--- config.mk ---
export PLATFORM = sky130hd
export DESIGN_NAME = bmp_stream_writer
export DESIGN_NICKNAME = d
export VERILOG_FILES = /design/src/rtl/bmp_pkg.sv /design/src/rtl/bmp_header_rom.sv /design/src/rtl/bmp_stream_writer.sv
export SDC_FILE = /design/constraint.sdc
export NUM_CORES = 1
export LEC_CHECK = 0
export BUFFER_PORTS_ARGS = -buffer_cell sky130_fd_sc_hd__buf_2
export CAP_MARGIN = 40
export CORE_MARGIN = 2
export CORE_UTILIZATION = 50
export DETAILED_ROUTE_END_ITERATION = 10
export PLACE_DENSITY = 0.66
export SYNTH_ARGS = -nofsm -noshare
export SYNTH_HDL_FRONTEND = slang
export SYNTH_SLANG_ARGS = --single-unit
--- constraint.sdc ---
create_clock -name clk -period 7.85 [get_ports clk]
set_clock_uncertainty 0.1 [all_clocks]
set_input_delay 1.57 -clock clk [delete_from_list [all_inputs] [get_ports clk]]
set_output_delay 1.57 -clock clk [all_outputs]
set_load 0.005 [all_outputs]
--- src/rtl/bmp_pkg.sv ---
// Shared constants, FSM state type and BMP geometry helpers for the BMP stream writer.
package bmp_pkg;
  localparam logic [31:0] HDR_BYTES = 32'd54;
  localparam logic [31:0] DIB_SIZE  = 32'd40;
  localparam logic [31:0] BPP       = 32'd24;
  localparam logic [31:0] PPM       = 32'd2835;

  typedef enum logic [2:0] {
    ST_IDLE,
    ST_HDR,
    ST_PIX,
    ST_PAD,
    ST_DONE
  } state_e;

  // Zero bytes that round a 3*w-byte row up to a multiple of four.
  function automatic logic [31:0] row_pad(input logic [31:0] w);
    logic [31:0] rowb;
    logic [1:0]  pad;
    rowb = w * 32'd3;
    pad  = 2'd0 - rowb[1:0];
    return {30'd0, pad};
  endfunction

  function automatic logic [31:0] stride(input logic [31:0] w);
    return (w * 32'd3) + row_pad(w);
  endfunction

  function automatic logic [31:0] file_size(input logic [31:0] w, input logic [31:0] h);
    return HDR_BYTES + (stride(w) * h);
  endfunction
endpackage

--- src/rtl/bmp_header_rom.sv ---
// Combinational 54-byte BMP/DIB header lookup: byte index plus image geometry to header byte.
module bmp_header_rom
  import bmp_pkg::*;
(
  input  logic [5:0]  index,
  input  logic [31:0] width,
  input  logic [31:0] height,
  output logic [7:0]  data
);

  logic [5:0]  rel;
  logic [31:0] word;
  logic [31:0] img_size;

  // Past the 'BM' magic every field sits in a 4-byte lane grid starting at byte 2;
  // the two 16-bit fields (planes, bpp) share one lane word.
  assign rel      = index - 6'd2;
  assign img_size = stride(width) * height;

  always_comb begin
    word = 32'd0;
    case (rel[5:2])
      4'd0:        word = file_size(width, height);
      4'd1:        word = 32'd0;
      4'd2:        word = HDR_BYTES;
      4'd3:        word = DIB_SIZE;
      4'd4:        word = width;
      4'd5:        word = 32'd0 - height;
      4'd6:        word = {BPP[15:0], 16'd1};
      4'd8:        word = img_size;
      4'd9, 4'd10: word = PPM;
      default:     word = 32'd0;
    endcase

    data = word[{rel[1:0], 3'b000} +: 8];
    if (index == 6'd0) begin
      data = 8'h42;
    end else if (index == 6'd1) begin
      data = 8'h4D;
    end
  end

endmodule

--- src/rtl/bmp_stream_writer.sv ---
// Serializes a raster RGB pixel stream into a top-down 24-bit BMP byte stream with row padding.
module bmp_stream_writer
  import bmp_pkg::*;
#(
  parameter int unsigned WIDTH  = 768,
  parameter int unsigned HEIGHT = 512
) (
  input  logic       clk,
  input  logic       rst_n,
  input  logic       start,
  input  logic       pix_valid,
  output logic       pix_ready,
  input  logic [7:0] pix_r,
  input  logic [7:0] pix_g,
  input  logic [7:0] pix_b,
  output logic       byte_valid,
  input  logic       byte_ready,
  output logic [7:0] byte_data,
  output logic       byte_last,
  output logic       busy,
  output logic       done
);

  localparam int unsigned      COL_W    = (WIDTH > 1) ? $clog2(WIDTH) : 1;
  localparam int unsigned      ROW_W    = (HEIGHT > 1) ? $clog2(HEIGHT) : 1;
  localparam logic [31:0]      PAD_L    = row_pad(32'(WIDTH));
  localparam logic [1:0]       PAD_N    = PAD_L[1:0];
  localparam logic [COL_W-1:0] LAST_COL = COL_W'(WIDTH - 1);
  localparam logic [ROW_W-1:0] LAST_ROW = ROW_W'(HEIGHT - 1);

  // Handshakes: a byte moves on a rising edge with byte_valid & byte_ready, a pixel with
  // pix_valid & pix_ready. byte_valid never drops and byte_data/byte_last never change
  // until the byte is taken, since all of them decode only registered state.
  state_e           state_q, state_d;
  logic [5:0]       hidx_q, hidx_d;
  logic [COL_W-1:0] col_q, col_d;
  logic [ROW_W-1:0] row_q, row_d;
  logic [1:0]       comp_q, comp_d;
  logic [1:0]       pad_q, pad_d;
  logic             held_q, held_d;
  logic [23:0]      pix_q, pix_d;

  logic [7:0] hdr_byte;
  logic       last_col;
  logic       last_row;
  logic       byte_hs;
  logic       pix_hs;

  bmp_header_rom u_header_rom (
    .index  (hidx_q),
    .width  (32'(WIDTH)),
    .height (32'(HEIGHT)),
    .data   (hdr_byte)
  );

  assign last_col = (col_q == LAST_COL);
  assign last_row = (row_q == LAST_ROW);
  assign byte_hs  = byte_valid & byte_ready;
  assign pix_hs   = pix_valid & pix_ready;

  always_comb begin
    byte_valid = 1'b0;
    byte_data  = 8'd0;
    byte_last  = 1'b0;
    pix_ready  = 1'b0;
    busy       = 1'b0;
    done       = 1'b0;
    case (state_q)
      ST_HDR: begin
        busy       = 1'b1;
        byte_valid = 1'b1;
        byte_data  = hdr_byte;
      end
      ST_PIX: begin
        busy       = 1'b1;
        pix_ready  = !held_q;
        byte_valid = held_q;
        if (held_q) begin
          case (comp_q)
            2'd0:    byte_data = pix_q[23:16];
            2'd1:    byte_data = pix_q[15:8];
            default: byte_data = pix_q[7:0];
          endcase
        end
        byte_last = held_q && (comp_q == 2'd2) && last_col && last_row && (PAD_N == 2'd0);
      end
      ST_PAD: begin
        busy       = 1'b1;
        byte_valid = 1'b1;
        byte_last  = last_row && (pad_q == PAD_N - 2'd1);
      end
      ST_DONE: done = 1'b1;
      default: ;
    endcase
  end

  always_comb begin
    state_d = state_q;
    hidx_d  = hidx_q;
    col_d   = col_q;
    row_d   = row_q;
    comp_d  = comp_q;
    pad_d   = pad_q;
    held_d  = held_q;
    pix_d   = pix_q;
    case (state_q)
      ST_IDLE: begin
        if (start) begin
          state_d = ST_HDR;
          hidx_d  = 6'd0;
        end
      end
      ST_HDR: begin
        if (byte_hs) begin
          hidx_d = hidx_q + 6'd1;
          if (hidx_q == 6'(HDR_BYTES - 32'd1)) begin
            state_d = ST_PIX;
            col_d   = '0;
            row_d   = '0;
            comp_d  = 2'd0;
            held_d  = 1'b0;
          end
        end
      end
      ST_PIX: begin
        // Pixel and byte handshakes are mutually exclusive: pix_ready is !held, byte_valid is held.
        if (pix_hs) begin
          pix_d  = {pix_b, pix_g, pix_r};
          held_d = 1'b1;
          comp_d = 2'd0;
        end else if (byte_hs) begin
          if (comp_q == 2'd2) begin
            held_d = 1'b0;
            comp_d = 2'd0;
            if (last_col) begin
              col_d = '0;
              if (PAD_N != 2'd0) begin
                state_d = ST_PAD;
                pad_d   = 2'd0;
              end else if (last_row) begin
                state_d = ST_DONE;
              end else begin
                row_d = row_q + ROW_W'(1);
              end
            end else begin
              col_d = col_q + COL_W'(1);
            end
          end else begin
            comp_d = comp_q + 2'd1;
          end
        end
      end
      ST_PAD: begin
        if (byte_hs) begin
          if (pad_q == PAD_N - 2'd1) begin
            pad_d = 2'd0;
            if (last_row) begin
              state_d = ST_DONE;
            end else begin
              row_d   = row_q + ROW_W'(1);
              state_d = ST_PIX;
            end
          end else begin
            pad_d = pad_q + 2'd1;
          end
        end
      end
      ST_DONE: state_d = ST_IDLE;
      default: state_d = ST_IDLE;
    endcase
  end

  always_ff @(posedge clk or negedge rst_n) begin
    if (!rst_n) begin
      state_q <= ST_IDLE;
      hidx_q  <= 6'd0;
      col_q   <= '0;
      row_q   <= '0;
      comp_q  <= 2'd0;
      pad_q   <= 2'd0;
      held_q  <= 1'b0;
      pix_q   <= 24'd0;
    end else begin
      state_q <= state_d;
      hidx_q  <= hidx_d;
      col_q   <= col_d;
      row_q   <= row_d;
      comp_q  <= comp_d;
      pad_q   <= pad_d;
      held_q  <= held_d;
      pix_q   <= pix_d;
    end
  end

endmodule

After elaboration in Yosys (flattened, before gate mapping)
Index checks and enable logic that the tools add are counted.
{ "op_classes": {"n_addsub": 6, "n_mul": 0, "div": 0, "n_lt_le_gt_ge": 0, "eq_ne": 31, "shift": 1, "muxes": 56, "bitwise_logic": 2, "reduce_logical": 23} }
{ "ops": {"columns": ["cell", "count"], "rows": [
  ["$pmux W32 S8", 1],
  ["$mux W9", 9],
  ["$mux W10", 6],
  ["$mux W3", 11],
  ["$pmux W8 S2", 2],
  ["$shiftx A32 B6 Y8", 1],
  ["$pmux W9 S3", 1],
  ["$mux W8", 3],
  ["$ne A2 B2 Y1 const B", 10],
  ["$pmux W10 S2", 1],
  ["$eq A4 B3 Y1 const B", 3],
  ["$eq A4 B4 Y1 const B", 3],
  ["$mux W2", 6],
  ["$mux W6", 2],
  ["$pmux W3 S4", 1],
  ["$pmux W6 S2", 1],
  ["$add A10 B1 Y10 const B", 1],
  ["$eq A10 B10 Y1 const B", 1],
  ["$reduce_and A10 Y1", 1],
  ["$add A9 B1 Y9 const B", 1],
  ["$eq A9 B9 Y1 const B", 1],
  ["$reduce_and A9 Y1", 1],
  ["$eq A4 B2 Y1 const B", 2],
  ["$mux W1", 8],
  ["29 further kinds", 42]
]} }
{ "totals": {"regBits": 57, "latchBits": 0, "ramBits": 0, "romBits": 0, "inputBits": 29, "output_inout_bits": 13, "elab_cells": 127, "memories": 0} }

Depth between registers and ports, before layout
Gate-level depths: netlist of the first run.
{ "logic_depth": {"depth_word": 8, "depth_mapped": 10, "ltp_nobuf": 8} }

Hierarchy
A second synthesis of the first run with hierarchy kept.
{ "hier_totals": {"cells_unflattened": 2849, "hier_area_um2": 23213.5} }
{ "by_module_without_submodules": {"columns": ["mod", "n_inst", "cells_per_inst", "area_per_inst_um2", "seq_area_each_um2"], "rows": [
  ["bmp_header_rom", 1, 2485, 20089.3, 0.0],
  ["bmp_stream_writer", 1, 364, 3124.2, 1426.4]
]} }

Least setup slack after synthesis of the first run
Ideal clock, no wire load.
{ "synth_timing": {"kind": "flip-flop to output port", "startpoint": "reg hidx_q[1]", "endpoint": "out byte_data[3]", "arrival_ps": 2625, "required_time_ps": 6180, "path_slack_ps": 3555, "stages_incl_launch_ff": 11, "n_path_buf": 2, "cell_sequence": "dfrtp_1 -> clkbuf_1 -> inv_1 -> ha_1 -> clkbuf_1 -> nor2b_1 -> nor4_1 -> nor2_1 -> a2111oi_0 -> nor3_1 -> o22ai_1"} }
{ "synth_between": {"elab_chain_cells": 8, "word_cells_on_any_way": 18, "classes_between": "add/sub (1); eq/ne (9); shift (1); mux (4); reduce/logical (3)"} }
{ "synth_rtl": {"columns": ["item", "line", "source"], "rows": [
  ["start: declaration", "bmp_stream_writer.sv:35", "logic [5:0] hidx_q, hidx_d;"],
  ["start signal: assignment", "bmp_stream_writer.sv:185", "hidx_q <= hidx_d;"],
  ["$sub A6 B2 Y6", "bmp_header_rom.sv:17", "assign rel = index - 6'd2;"],
  ["$eq A4 B4 Y1", "bmp_header_rom.sv:22", "case (rel[5:2])"],
  ["$reduce_or A2 Y1", "bmp_header_rom.sv:22", null],
  ["$pmux W32 S8", "bmp_header_rom.sv:22", null],
  ["$shiftx A32 B6 Y8", "bmp_header_rom.sv:35", "data = word[{rel[1:0], 3'b000} +: 8];"],
  ["$mux W8", "bmp_header_rom.sv:38", "end else if (index == 6'd1) begin"],
  ["$mux W8 (*)", "bmp_header_rom.sv:36", "if (index == 6'd0) begin"],
  ["$pmux W8 S2 (*)", "bmp_stream_writer.sv:68", "case (state_q)"],
  ["end: declaration", "bmp_stream_writer.sv:18", "output logic [7:0] byte_data,"]
]} }
Every way passes the cells marked *; elsewhere a longest branch is shown, timed or not.

Final worst setup path of the first run
Same ends and word-level chain as after synthesis.

==> results of run 1 <==
worst paths after layout:
path                           start      endpoint
setup / recovery           hidx_q[1]  byte_data[3]
hold / removal              col_q[6]      col_q[6]
setup reg to reg           hidx_q[1]      row_q[6]
hold reg to reg             col_q[6]      col_q[6]
max in group asynchronous      rst_n     hidx_q[5]
min in group asynchronous      rst_n      col_q[2]
metrics by stage:
step	instances	area, sq um	setup slack [ps]
6_report	522	4000	2810
5_1_grt	522	4000	2540
4_1_cts	522	4000	2820
3_5_place_dp	506	3760	3210
3_3_place_gp	504	3730	3370
2_1_floorplan	390	3490	3550
placed cells by master, fill, tap and decap left out, types with 3 or more instances in the layout:
cell type and instances:
nand2_1 36, o21ai_0 38, or3b_2 3, o22ai_1 8, nor4_1 3, nor3_1 12
nand2b_1 7, ha_1 9, mux2_2 26, dfrtp_1 57, clkbuf_8 9, o41ai_1 5
o31ai_1 8, a21oi_1 24, or3_1 3, a31oi_1 5, bufinv_16 3, nor3b_1 5
xnor2_1 5, inv_1 10, nor2_1 41, nand4_1 3, nor2b_1 3, nand3_1 12
mux2i_1 9, buf_2 41
sequential cells by signal, summed over array words and instances, names as in the netlist:
register	count
pix_q	24
hidx_q	6
row_q	9
held_q	1
comp_q	2
pad_q	2
col_q	10
state_q	3
critical path, delay by kind of cell (launching register included):
kind                     cells  cell delay [ps]
buffers and inverters        2              390
AO/OA/AOI/OAI                2              740
adder cells (fa/ha/maj)      1              350
AND/OR/NAND/NOR              4              980
flip-flops                   1              580
metal layers:
metal / share of wire (%) / vias up / wire length [um]
li1: - / 1481 / -
met1: 45 / 1450 / 3540
met2: 48 / 83 / 3800
met3: 5.8 / 7 / 457
met4: 0.70 / 0 / 55
met5: 0 / - / 0
cell families after synthesis:
group / after synthesis
DFF: 57
xor gates and xnor gates: 6
AOI/OAI and AO/OA: 108
buffers and inverters: 35
adders and majority gates: 9
muxes: 35
and+or+nand+nor: 140
cell type report:
| class | count | share of cell area, % |
|---|---|---|
| clock buffers | 9 | 3.09 |
| clock inverters | 7 | 2.97 |
| inverters | 11 | 1.03 |
| multi-input cells | 298 | 48.1 |
| flip-flops and latches | 57 | 35.6 |
| well taps | 96 | 3.00 |
| repair buffers | 44 | 6.19 |
report_power, final:
part	leakage, nW	switching, mW	total [mW]	internal [mW]
clock	0.115	0.124	0.334	0.211
combinational	0.900	0.179	0.375	0.196
sequential	0.712	0.0825	0.466	0.383
==> flow_summary.json, run 1 <==
{
  "drive_gt1_share_pct": 22.1,
  "grtUsageMet1_pct": 30.0,
  "htree_num_levels": 3,
  "p_leak_nw": 1.73,
  "cts_setup_buffers": 0,
  "clk_path_buf_depth": 2,
  "synth_mux_area_share_pct": 11.0,
  "grt_max_degree": 58,
  "cts.sinks": 57,
  "multi_input_area_sq_mm": 0.00193,
  "slowest_delay_ps": 600,
  "place_congestion": 0.905,
  "slew_headroom_pct": 47.8,
  "p_per_area_mw_per_mm2": 293,
  "cts.clk_slew.worst_paths_ps": 70,
  "antenna_found_initial": 0,
  "critPathCaptureType": "output port",
  "utilization_pct": 58.9,
  "r2r_slack_ps": 4740,
  "synth_area_leader_cell": "dfrtp_1",
  "grt_use_met3_pct": 6.88,
  "syn_avg_cell_area_sq_um": 8.96,
  "ant_nets": 0,
  "slew_violations": 0,
  "die-height_um": 87.6,
  "ir_drop_v": 0.000155,
  "fmax_ghz": 0.198,
  "grt_overflow": 0,
  "seq_area_sq_mm": 0.00143,
  "wl_per_cell_um": 15.0,
  "routed_via_density": 5.79,
  "crit_required_ps": 6180,
  "grt_pass1_vias": 2910,
  "fin_crit_sh_pct": 64.2,
  "grtUsageTotal_pct": 22.6,
  "post-dp-hpwl_um": 5560,
  "first_iter_violations": 208,
  "nets": 459,
  "post-route-drc-count": 0,
  "top_usage_layer": "met2",
  "start_kind": "flop",
  "crit_arrival_ps": 3370,
  "synth_edf_count": 0,
  "num_rows": 30,
  "synth_fa_ha_area_share_pct": 3.22,
  "cts-buffers-inserted": 9,
  "worstMarginPinSlew_ps": 778,
  "fin_crit_ps": 5040,
  "run_status": "finished, final reports clean",
  "fill_cells": 613,
  "rsz0062_at_grt": "no",
  "synthDistinctLibCells": 54,
  "synth_simple_gate_area_share_pct": 19.7,
  "grt_pass1_wl_um": 13700,
  "die_area_sq_mm": 0.00767,
  "synth-xor-area-share_pct": 1.50,
  "drtPass1Iterations": 4,
  "area_growth_pct": 14.6,
  "yosys.area.top_type_share_pct": 40.8,
  "async_flop_share_pct": 100,
  "crit_chain": "inv_1 -> ha_1 -> nor2b_1 -> nor4_1 -> nor2_1 -> a2111oi_0 -> nor3_1 -> o22ai_1 -> buf_2",
  "ys_warn_count": 0,
  "wirelength_um": 7850,
  "crit_slowest_cell": "a2111oi_0",
  "die_w_um": 87.6,
  "synth-seq-cells": 57,
  "yosys-top-cells-area": "dfrtp_1 41%, mux2_2 8.4%, o21ai_0 5.4%",
  "use_met2_pct": 36.4,
  "synth_ff_type": "dfrtp_1",
  "holdPathStages": 1,
  "hp-class": "flop to flop",
  "insertion_delay_ps": 340,
  "max-cap-violations": 0,
  "hold_viol_final": 0,
  "core-area_sq_mm": 0.00679,
  "io_pins": 42,
  "cts_tree": "built",
  "syn_area_sq_mm": 0.00349,
  "criticalPathCategory": "flop to output port",
  "syn_nets": 428,
  "port_buffers": 41,
  "finalSetupViolations": 0,
  "vias": 3021,
  "start_util_pct": 51.4,
  "total_power_mw": 1.17,
  "holdBufCountCts": 0,
  "synth_common_cells": "57 x dfrtp_1, 41 x nor2_1, 38 x o21ai_0",
  "synth_compound_area_share_pct": 19.7,
  "tns_ps": 0,
  "syn-instance-count": 390,
  "fin_worst_hold_slack_ps": 382,
  "post_cts_resized": 0,
  "seq_area_frac_synth_pct": 40.8,
  "root_buffer": "clkbuf_8",
  "yosys.cell_count.top_type": "dfrtp_1",
  "worstRegToRegCells": 8,
  "cp_max_fo": 12,
  "synth_top_family_by_area": "simple AND/OR/NAND/NOR gates",
  "diodes": 0
}
(Power assumes the default switching activity.)
==> inputs of run 2 (changes only) <==
--- a/config.mk
+++ b/config.mk
@@ -10,7 +10,7 @@
 export CORE_MARGIN = 2
 export CORE_UTILIZATION = 50
 export DETAILED_ROUTE_END_ITERATION = 10
-export PLACE_DENSITY = 0.66
+export PLACE_DENSITY = 0.69
 export SYNTH_ARGS = -nofsm -noshare
 export SYNTH_HDL_FRONTEND = slang
 export SYNTH_SLANG_ARGS = --single-unit
==> constraint.sdc (replaced) <==
create_clock -name clk -period 4.55 [get_ports clk]
set_clock_uncertainty 0.1 [all_clocks]
set_input_delay 0.91 -clock clk [delete_from_list [all_inputs] [get_ports clk]]
set_output_delay 0.91 -clock clk [all_outputs]
set_load 0.005 [all_outputs]
==> run 2 against run 1 <==
Effect of this change:
- via count fell by 0.20%
- sequential power rose by 74%
- sequential share of layout area rose by 0.62 points
- cell count rose by 0.19%
- critical path depth did not move
- worst setup slack got worse by 2400 ps
==> flow_summary.json, run 2 (synthesis results as in run 1) <==
{
  "max-cap-violations": 0,
  "p_leak_nw": 1.68,
  "fin_crit_sh_pct": 90.5,
  "die_w_um": 87.6,
  "drtPass1Iterations": 4,
  "cp_max_fo": 12,
  "switching_share_pct": 35.7,
  "grt_pass1_vias": 2872,
  "ir_drop_v": 0.000290,
  "run_status": "finished, final reports clean",
  "io_pins": 42,
  "insertion_delay_ps": 330,
  "reg_top3": "pix_q: 24 flops, col_q: 10 flops, row_q: 9 flops",
  "hp-class": "flop to flop",
  "crit_arrival_ps": 3110,
  "wl_per_cell_um": 14.6,
  "grt_pass1_wl_um": 13000,
  "internal_power_mw": 1.19,
  "fin_crit_ps": 4120,
  "total_power_mw": 1.85,
  "drive_gt1_share_pct": 22.5,
  "ant_nets": 0,
  "p_seq_share_pct": 43.7,
  "slew_violations": 0,
  "start_util_pct": 51.4,
  "post-route-drc-count": 0,
  "holdPathStages": 1,
  "placed_cell_area_sq_mm": 0.00376,
  "r2r_slack_ps": 1540,
  "cts_tree": "built",
  "routed_via_density": 5.76,
  "core-area_sq_mm": 0.00679,
  "cts.sinks": 57,
  "grtUsageTotal_pct": 21.4,
  "die-height_um": 87.6,
  "power_frac_comb_pct": 34.4,
  "area_growth_pct": 12.6,
  "finalSetupViolations": 0,
  "worstRegToRegCells": 8,
  "port_buffers": 41,
  "clk_path_buf_depth": 2,
  "hold_viol_final": 0,
  "root_buffer": "clkbuf_8",
  "place_congestion": 0.886,
  "wirelength_um": 7640,
  "layout_common_cells": "57 x dfrtp_1, 41 x nor2_1, 41 x buf_2",
  "antenna_found_initial": 0,
  "critPathCaptureType": "output port",
  "cts-buffers-inserted": 9,
  "post-dp-hpwl_um": 5490,
  "num_rows": 30,
  "start_kind": "flop",
  "largest-register": "pix_q",
  "vias": 3015,
  "first_iter_violations": 181,
  "cts.clk_slew.worst_paths_ps": 70,
  "diodes": 0,
  "p_sw_mw": 0.660,
  "largest_register_ffs": 24,
  "rsz0062_at_grt": "no",
  "worstMarginPinSlew_ps": 718,
  "final_cell_area_sq_mm": 0.00394,
  "slew_headroom_pct": 51.8,
  "p_per_area_mw_per_mm2": 470,
  "crit_required_ps": 3540,
  "grt_overflow": 0,
  "htree_num_levels": 3,
  "final_common_cell": "dfrtp_1",
  "criticalPathCategory": "flop to output port",
  "clkPwrFrac_pct": 21.9,
  "grt_max_degree": 37,
  "nets": 460,
  "holdBufCountCts": 0,
  "die_area_sq_mm": 0.00767,
  "fmax_ghz": 0.243,
  "tns_ps": 0
}
==> run 2: critical path, stage by stage (launching register included) <==
cell and delay (ps):
dfrtp_1 560, inv_1 240, ha_1 350, nor2b_1 200, nor4_2 370, o21ai_0 340, o21ai_0 310, a21oi_1 70
o22ai_1 200, buf_2 150
==> run 2: final cells by class <==
| class | instances | area, sq um |
|---|---|---|
| well taps | 96 | 120 |
| repair buffers | 45 | 243 |
| multi-input cells | 298 | 1930 |
| flip-flops and latches | 57 | 1430 |
| inverters | 11 | 41.3 |
| fillers | 600 | 2860 |
| clock buffers | 9 | 124 |
| clock inverters | 7 | 47.5 |
==> run 2: through the flow <==
step / worst slack, ps / util (%) / std cells / hold slack (ps)
floorplan: 915 / - / 390 / 345
global placement: 714 / 55.0 / 505 / 364
detailed placement: 634 / 55.3 / 507 / 375
CTS: 267 / 57.8 / 523 / 388
global route: 106 / 57.9 / 523 / 416
finish: 433 / 57.9 / 523 / 387
==> run 2: per-layer routing <==
metal | global-route usage (%) | vias up | routed length (um)
li1 | - | 1482 | -
met1 | 27.6 | 1420 | 3500
met2 | 34.9 | 102 | 3570
met3 | 5.94 | 11 | 479
met4 | 6.85 | 0 | 90
met5 | 0 | - | 0
==> run 2: power groups by stage <==
stage	Combinational, mW	Sequential [mW]	Clock (mW)
after floorplan	0.514	0.736	0
after global placement	0.622	0.804	0
after detailed placement	0.640	0.816	0
after CTS	0.644	0.807	0.418
after global routing	0.721	0.833	0.447
final	0.636	0.809	0.404
==> run 2: timing repair <==
item | 4_1_cts | 5_1_grt
gates resized for setup | 0 | 2
endpoints found under the setup margin | 0 | 4
hold endpoints to repair | 0 | 0
buffers inserted | 0 | 0
==> run 2: final timing paths <==
kind / from / to
hold reg to reg: row_q[6] / row_q[6]
hold / removal: row_q[6] / row_q[6]
max in group asynchronous: rst_n / pix_q[0]
setup / recovery: hidx_q[1] / byte_data[6]
setup reg to reg: hidx_q[1] / row_q[7]
min in group asynchronous: rst_n / row_q[4]
==> inputs of run 3 (changes only) <==
--- a/config.mk
+++ b/config.mk
@@ -5,8 +5,10 @@
 export SDC_FILE = /design/constraint.sdc
 export NUM_CORES = 1
 export LEC_CHECK = 0
+export ABC_AREA = 1
 export BUFFER_PORTS_ARGS = -buffer_cell sky130_fd_sc_hd__buf_2
 export CAP_MARGIN = 40
+export CORE_ASPECT_RATIO = 0.8
 export CORE_MARGIN = 2
 export CORE_UTILIZATION = 50
 export DETAILED_ROUTE_END_ITERATION = 10
==> run 3 against run 2 <==
Effect of this change:
- register-to-register slack improved by 500 ps
- sequential power decreased by 0.6%
- utilization increased by 0.41 points
- total power up 31%
- via count increased by 5.2%
- largest cell class unchanged
- highest routed layer unchanged
==> flow_summary.json, run 3 <==
{
  "slowest_delay_ps": 430,
  "criticalPathCategory": "flop to output port",
  "clkPwrFrac_pct": 20.5,
  "p_seq_share_pct": 33.1,
  "async_flop_share_pct": 100,
  "hp-class": "flop to flop",
  "p_per_area_mw_per_mm2": 610,
  "ant_nets": 0,
  "slew_violations": 0,
  "insertion_delay_ps": 340,
  "first_iter_violations": 175,
  "dr_wl_met2_um": 3280,
  "fmax_ghz": 0.278,
  "drive_gt1_share_pct": 16.6,
  "vias": 3173,
  "routed_via_density": 5.10,
  "hold_viol_final": 0,
  "placed_cells": 606,
  "root_buffer": "clkbuf_8",
  "die_area_sq_mm": 0.00766,
  "syn-instance-count": 486,
  "die-height_um": 78.7,
  "p_leak_nw": 2.07,
  "rsz0062_at_grt": "no",
  "crit_arrival_ps": 2590,
  "drtPass1Iterations": 5,
  "seq_area_frac_synth_pct": 40.9,
  "cts.clk_slew.worst_paths_ps": 70,
  "start_kind": "flop",
  "m1WireLength_um": 3810,
  "fin_crit_ps": 3600,
  "largest_register_ffs": 24,
  "clk_path_buf_depth": 2,
  "final_common_cell": "nand2_1",
  "syn_avg_cell_area_sq_um": 7.18,
  "worstMarginPinSlew_ps": 715,
  "grtUsageTotal_pct": 21.6,
  "r2r_slack_ps": 2040,
  "post-route-drc-count": 0,
  "max-cap-violations": 0,
  "cts_setup_buffers": 0,
  "synth_area_leader_cell": "dfrtp_1",
  "pre_cts_slack_ps": 1340,
  "crit_slowest_cell": "dfrtp_1",
  "htree_num_levels": 3,
  "crit_required_ps": 3540,
  "cts_tree": "built",
  "cts-buffers-inserted": 9,
  "place_congestion": 0.860,
  "fin_crit_sh_pct": 79.1,
  "ys_warn_count": 0,
  "synth_ff_type": "dfrtp_1",
  "die_w_um": 97.4,
  "yosys.area.top_type_share_pct": 40.9,
  "layout_common_cells": "185 x nand2_1, 57 x dfrtp_1, 49 x inv_1",
  "cts.sinks": 57,
  "yosys.cell_count.top_type": "nand2_1",
  "core-area_sq_mm": 0.00682,
  "power_frac_comb_pct": 46.4,
  "finalNonFillerCells": 622,
  "port_buffers": 41,
  "wl_per_cell_um": 12.1,
  "holdBufCountCts": 0,
  "setup_ws_ps": 952,
  "finalSetupViolations": 0,
  "top_layer": "met4",
  "tns_ps": 0,
  "syn_nets": 524,
  "switching_share_pct": 45.6,
  "slew_headroom_pct": 52.4,
  "grt_max_degree": 58,
  "wirelength_um": 7540,
  "yosys-top-cells-area": "dfrtp_1 41%, nand2_1 20%, inv_1 5.3%",
  "syn_area_sq_mm": 0.00349,
  "io_pins": 42,
  "nets": 568,
  "internal_power_mw": 1.32,
  "post-dp-hpwl_um": 5480,
  "start_util_pct": 51.1,
  "grt_pass1_wl_um": 13600,
  "fill_cells": 637,
  "num_rows": 27,
  "critPathCaptureType": "output port",
  "crit_chain": "inv_1 -> ha_1 -> inv_1 -> nand2_1 -> nand2_1 -> nand2_1 -> inv_1 -> nand3_1 -> inv_1 -> o21ai_0 -> nand2_1 -> a31oi_1 -> o22ai_1 -> buf_2",
  "diodes": 0,
  "synthDistinctLibCells": 39,
  "synth-seq-cells": 57,
  "wl_met3_um": 347,
  "ir_drop_v": 0.000258,
  "synth_edf_count": 0,
  "antenna_found_initial": 0,
  "run_status": "finished, final reports clean",
  "reg_top3": "pix_q: 24 flops, col_q: 10 flops, row_q: 9 flops",
  "area_growth_pct": 14.1,
  "largest-register": "pix_q",
  "cp_max_fo": 13,
  "grt_overflow": 0,
  "post_cts_resized": 0,
  "grt_pass1_vias": 3075,
  "p_sw_mw": 1.11,
  "synth_common_cells": "185 x nand2_1, 57 x dfrtp_1, 49 x inv_1"
}
==> run 3: cell families after synthesis <==
kind of cell / share of synthesized area, %
simple gates: 35.3
compound gates: 11.6
buf+inv: 7.25
flops: 40.9
fa+ha+maj: 3.23
xor+xnor: 1.76
==> run 3: path summary, 6_finish.rpt <==
path / cells after the start / to / startpoint
max reg2reg: 10 / row_q[7] / state_q[1]
max: 14 / byte_data[2] / hidx_q[1]
max in group asynchronous: 2 / comp_q[1] / rst_n
min reg2reg: 2 / pix_q[6] / pix_q[6]
min: 2 / pix_q[6] / pix_q[6]
min in group asynchronous: 2 / row_q[4] / rst_n
==> run 3: area by class of cell <==
cell class	instances	area (sq um)	area share [%]
multi-input combinational	364	1810	45.4
sequential	57	1430	35.8
timing repair buffer	43	220	5.53
inverter	55	206	5.19
clock buffer	10	138	3.46
tap	87	109	2.73
clock inverter	6	72.6	1.82
==> run 3: power by group through the flow <==
stage	Combinational, mW	Sequential (mW)	Clock [mW]
final	1.13	0.804	0.498
after global placement	1.11	0.805	0
after floorplan	0.894	0.770	0
after detailed placement	1.13	0.810	0
after CTS	1.13	0.803	0.511
after global routing	1.31	0.831	0.533
==> run 3: critical path: cells and delay by family, from the launching register on <==
family	cells	cell delay, ps
buffers and inverters	5	630
adder cells (fa/ha/maj)	1	300
AND/OR/NAND/NOR	5	480
AO/OA/AOI/OAI	3	420
flip-flops	1	430
==> run 3: metrics by stage <==
stage	instance area, sq um	utilization (%)	hold WS [ps]	power (mW)
after floorplan	3490	-	346	1.66
after detailed placement	3770	55.2	365	1.94
after global placement	3770	55.2	362	1.91
after CTS	3980	58.3	384	2.44
after global routing	3980	58.3	413	2.68
final	3980	58.3	380	2.43
==> run 3: layer usage <==
layer  GRT usage, %  vias up
met5              0        -
met4           6.94        0
met3           5.19       11
met2           34.3       64
met1           29.4     1450
li1               -     1648
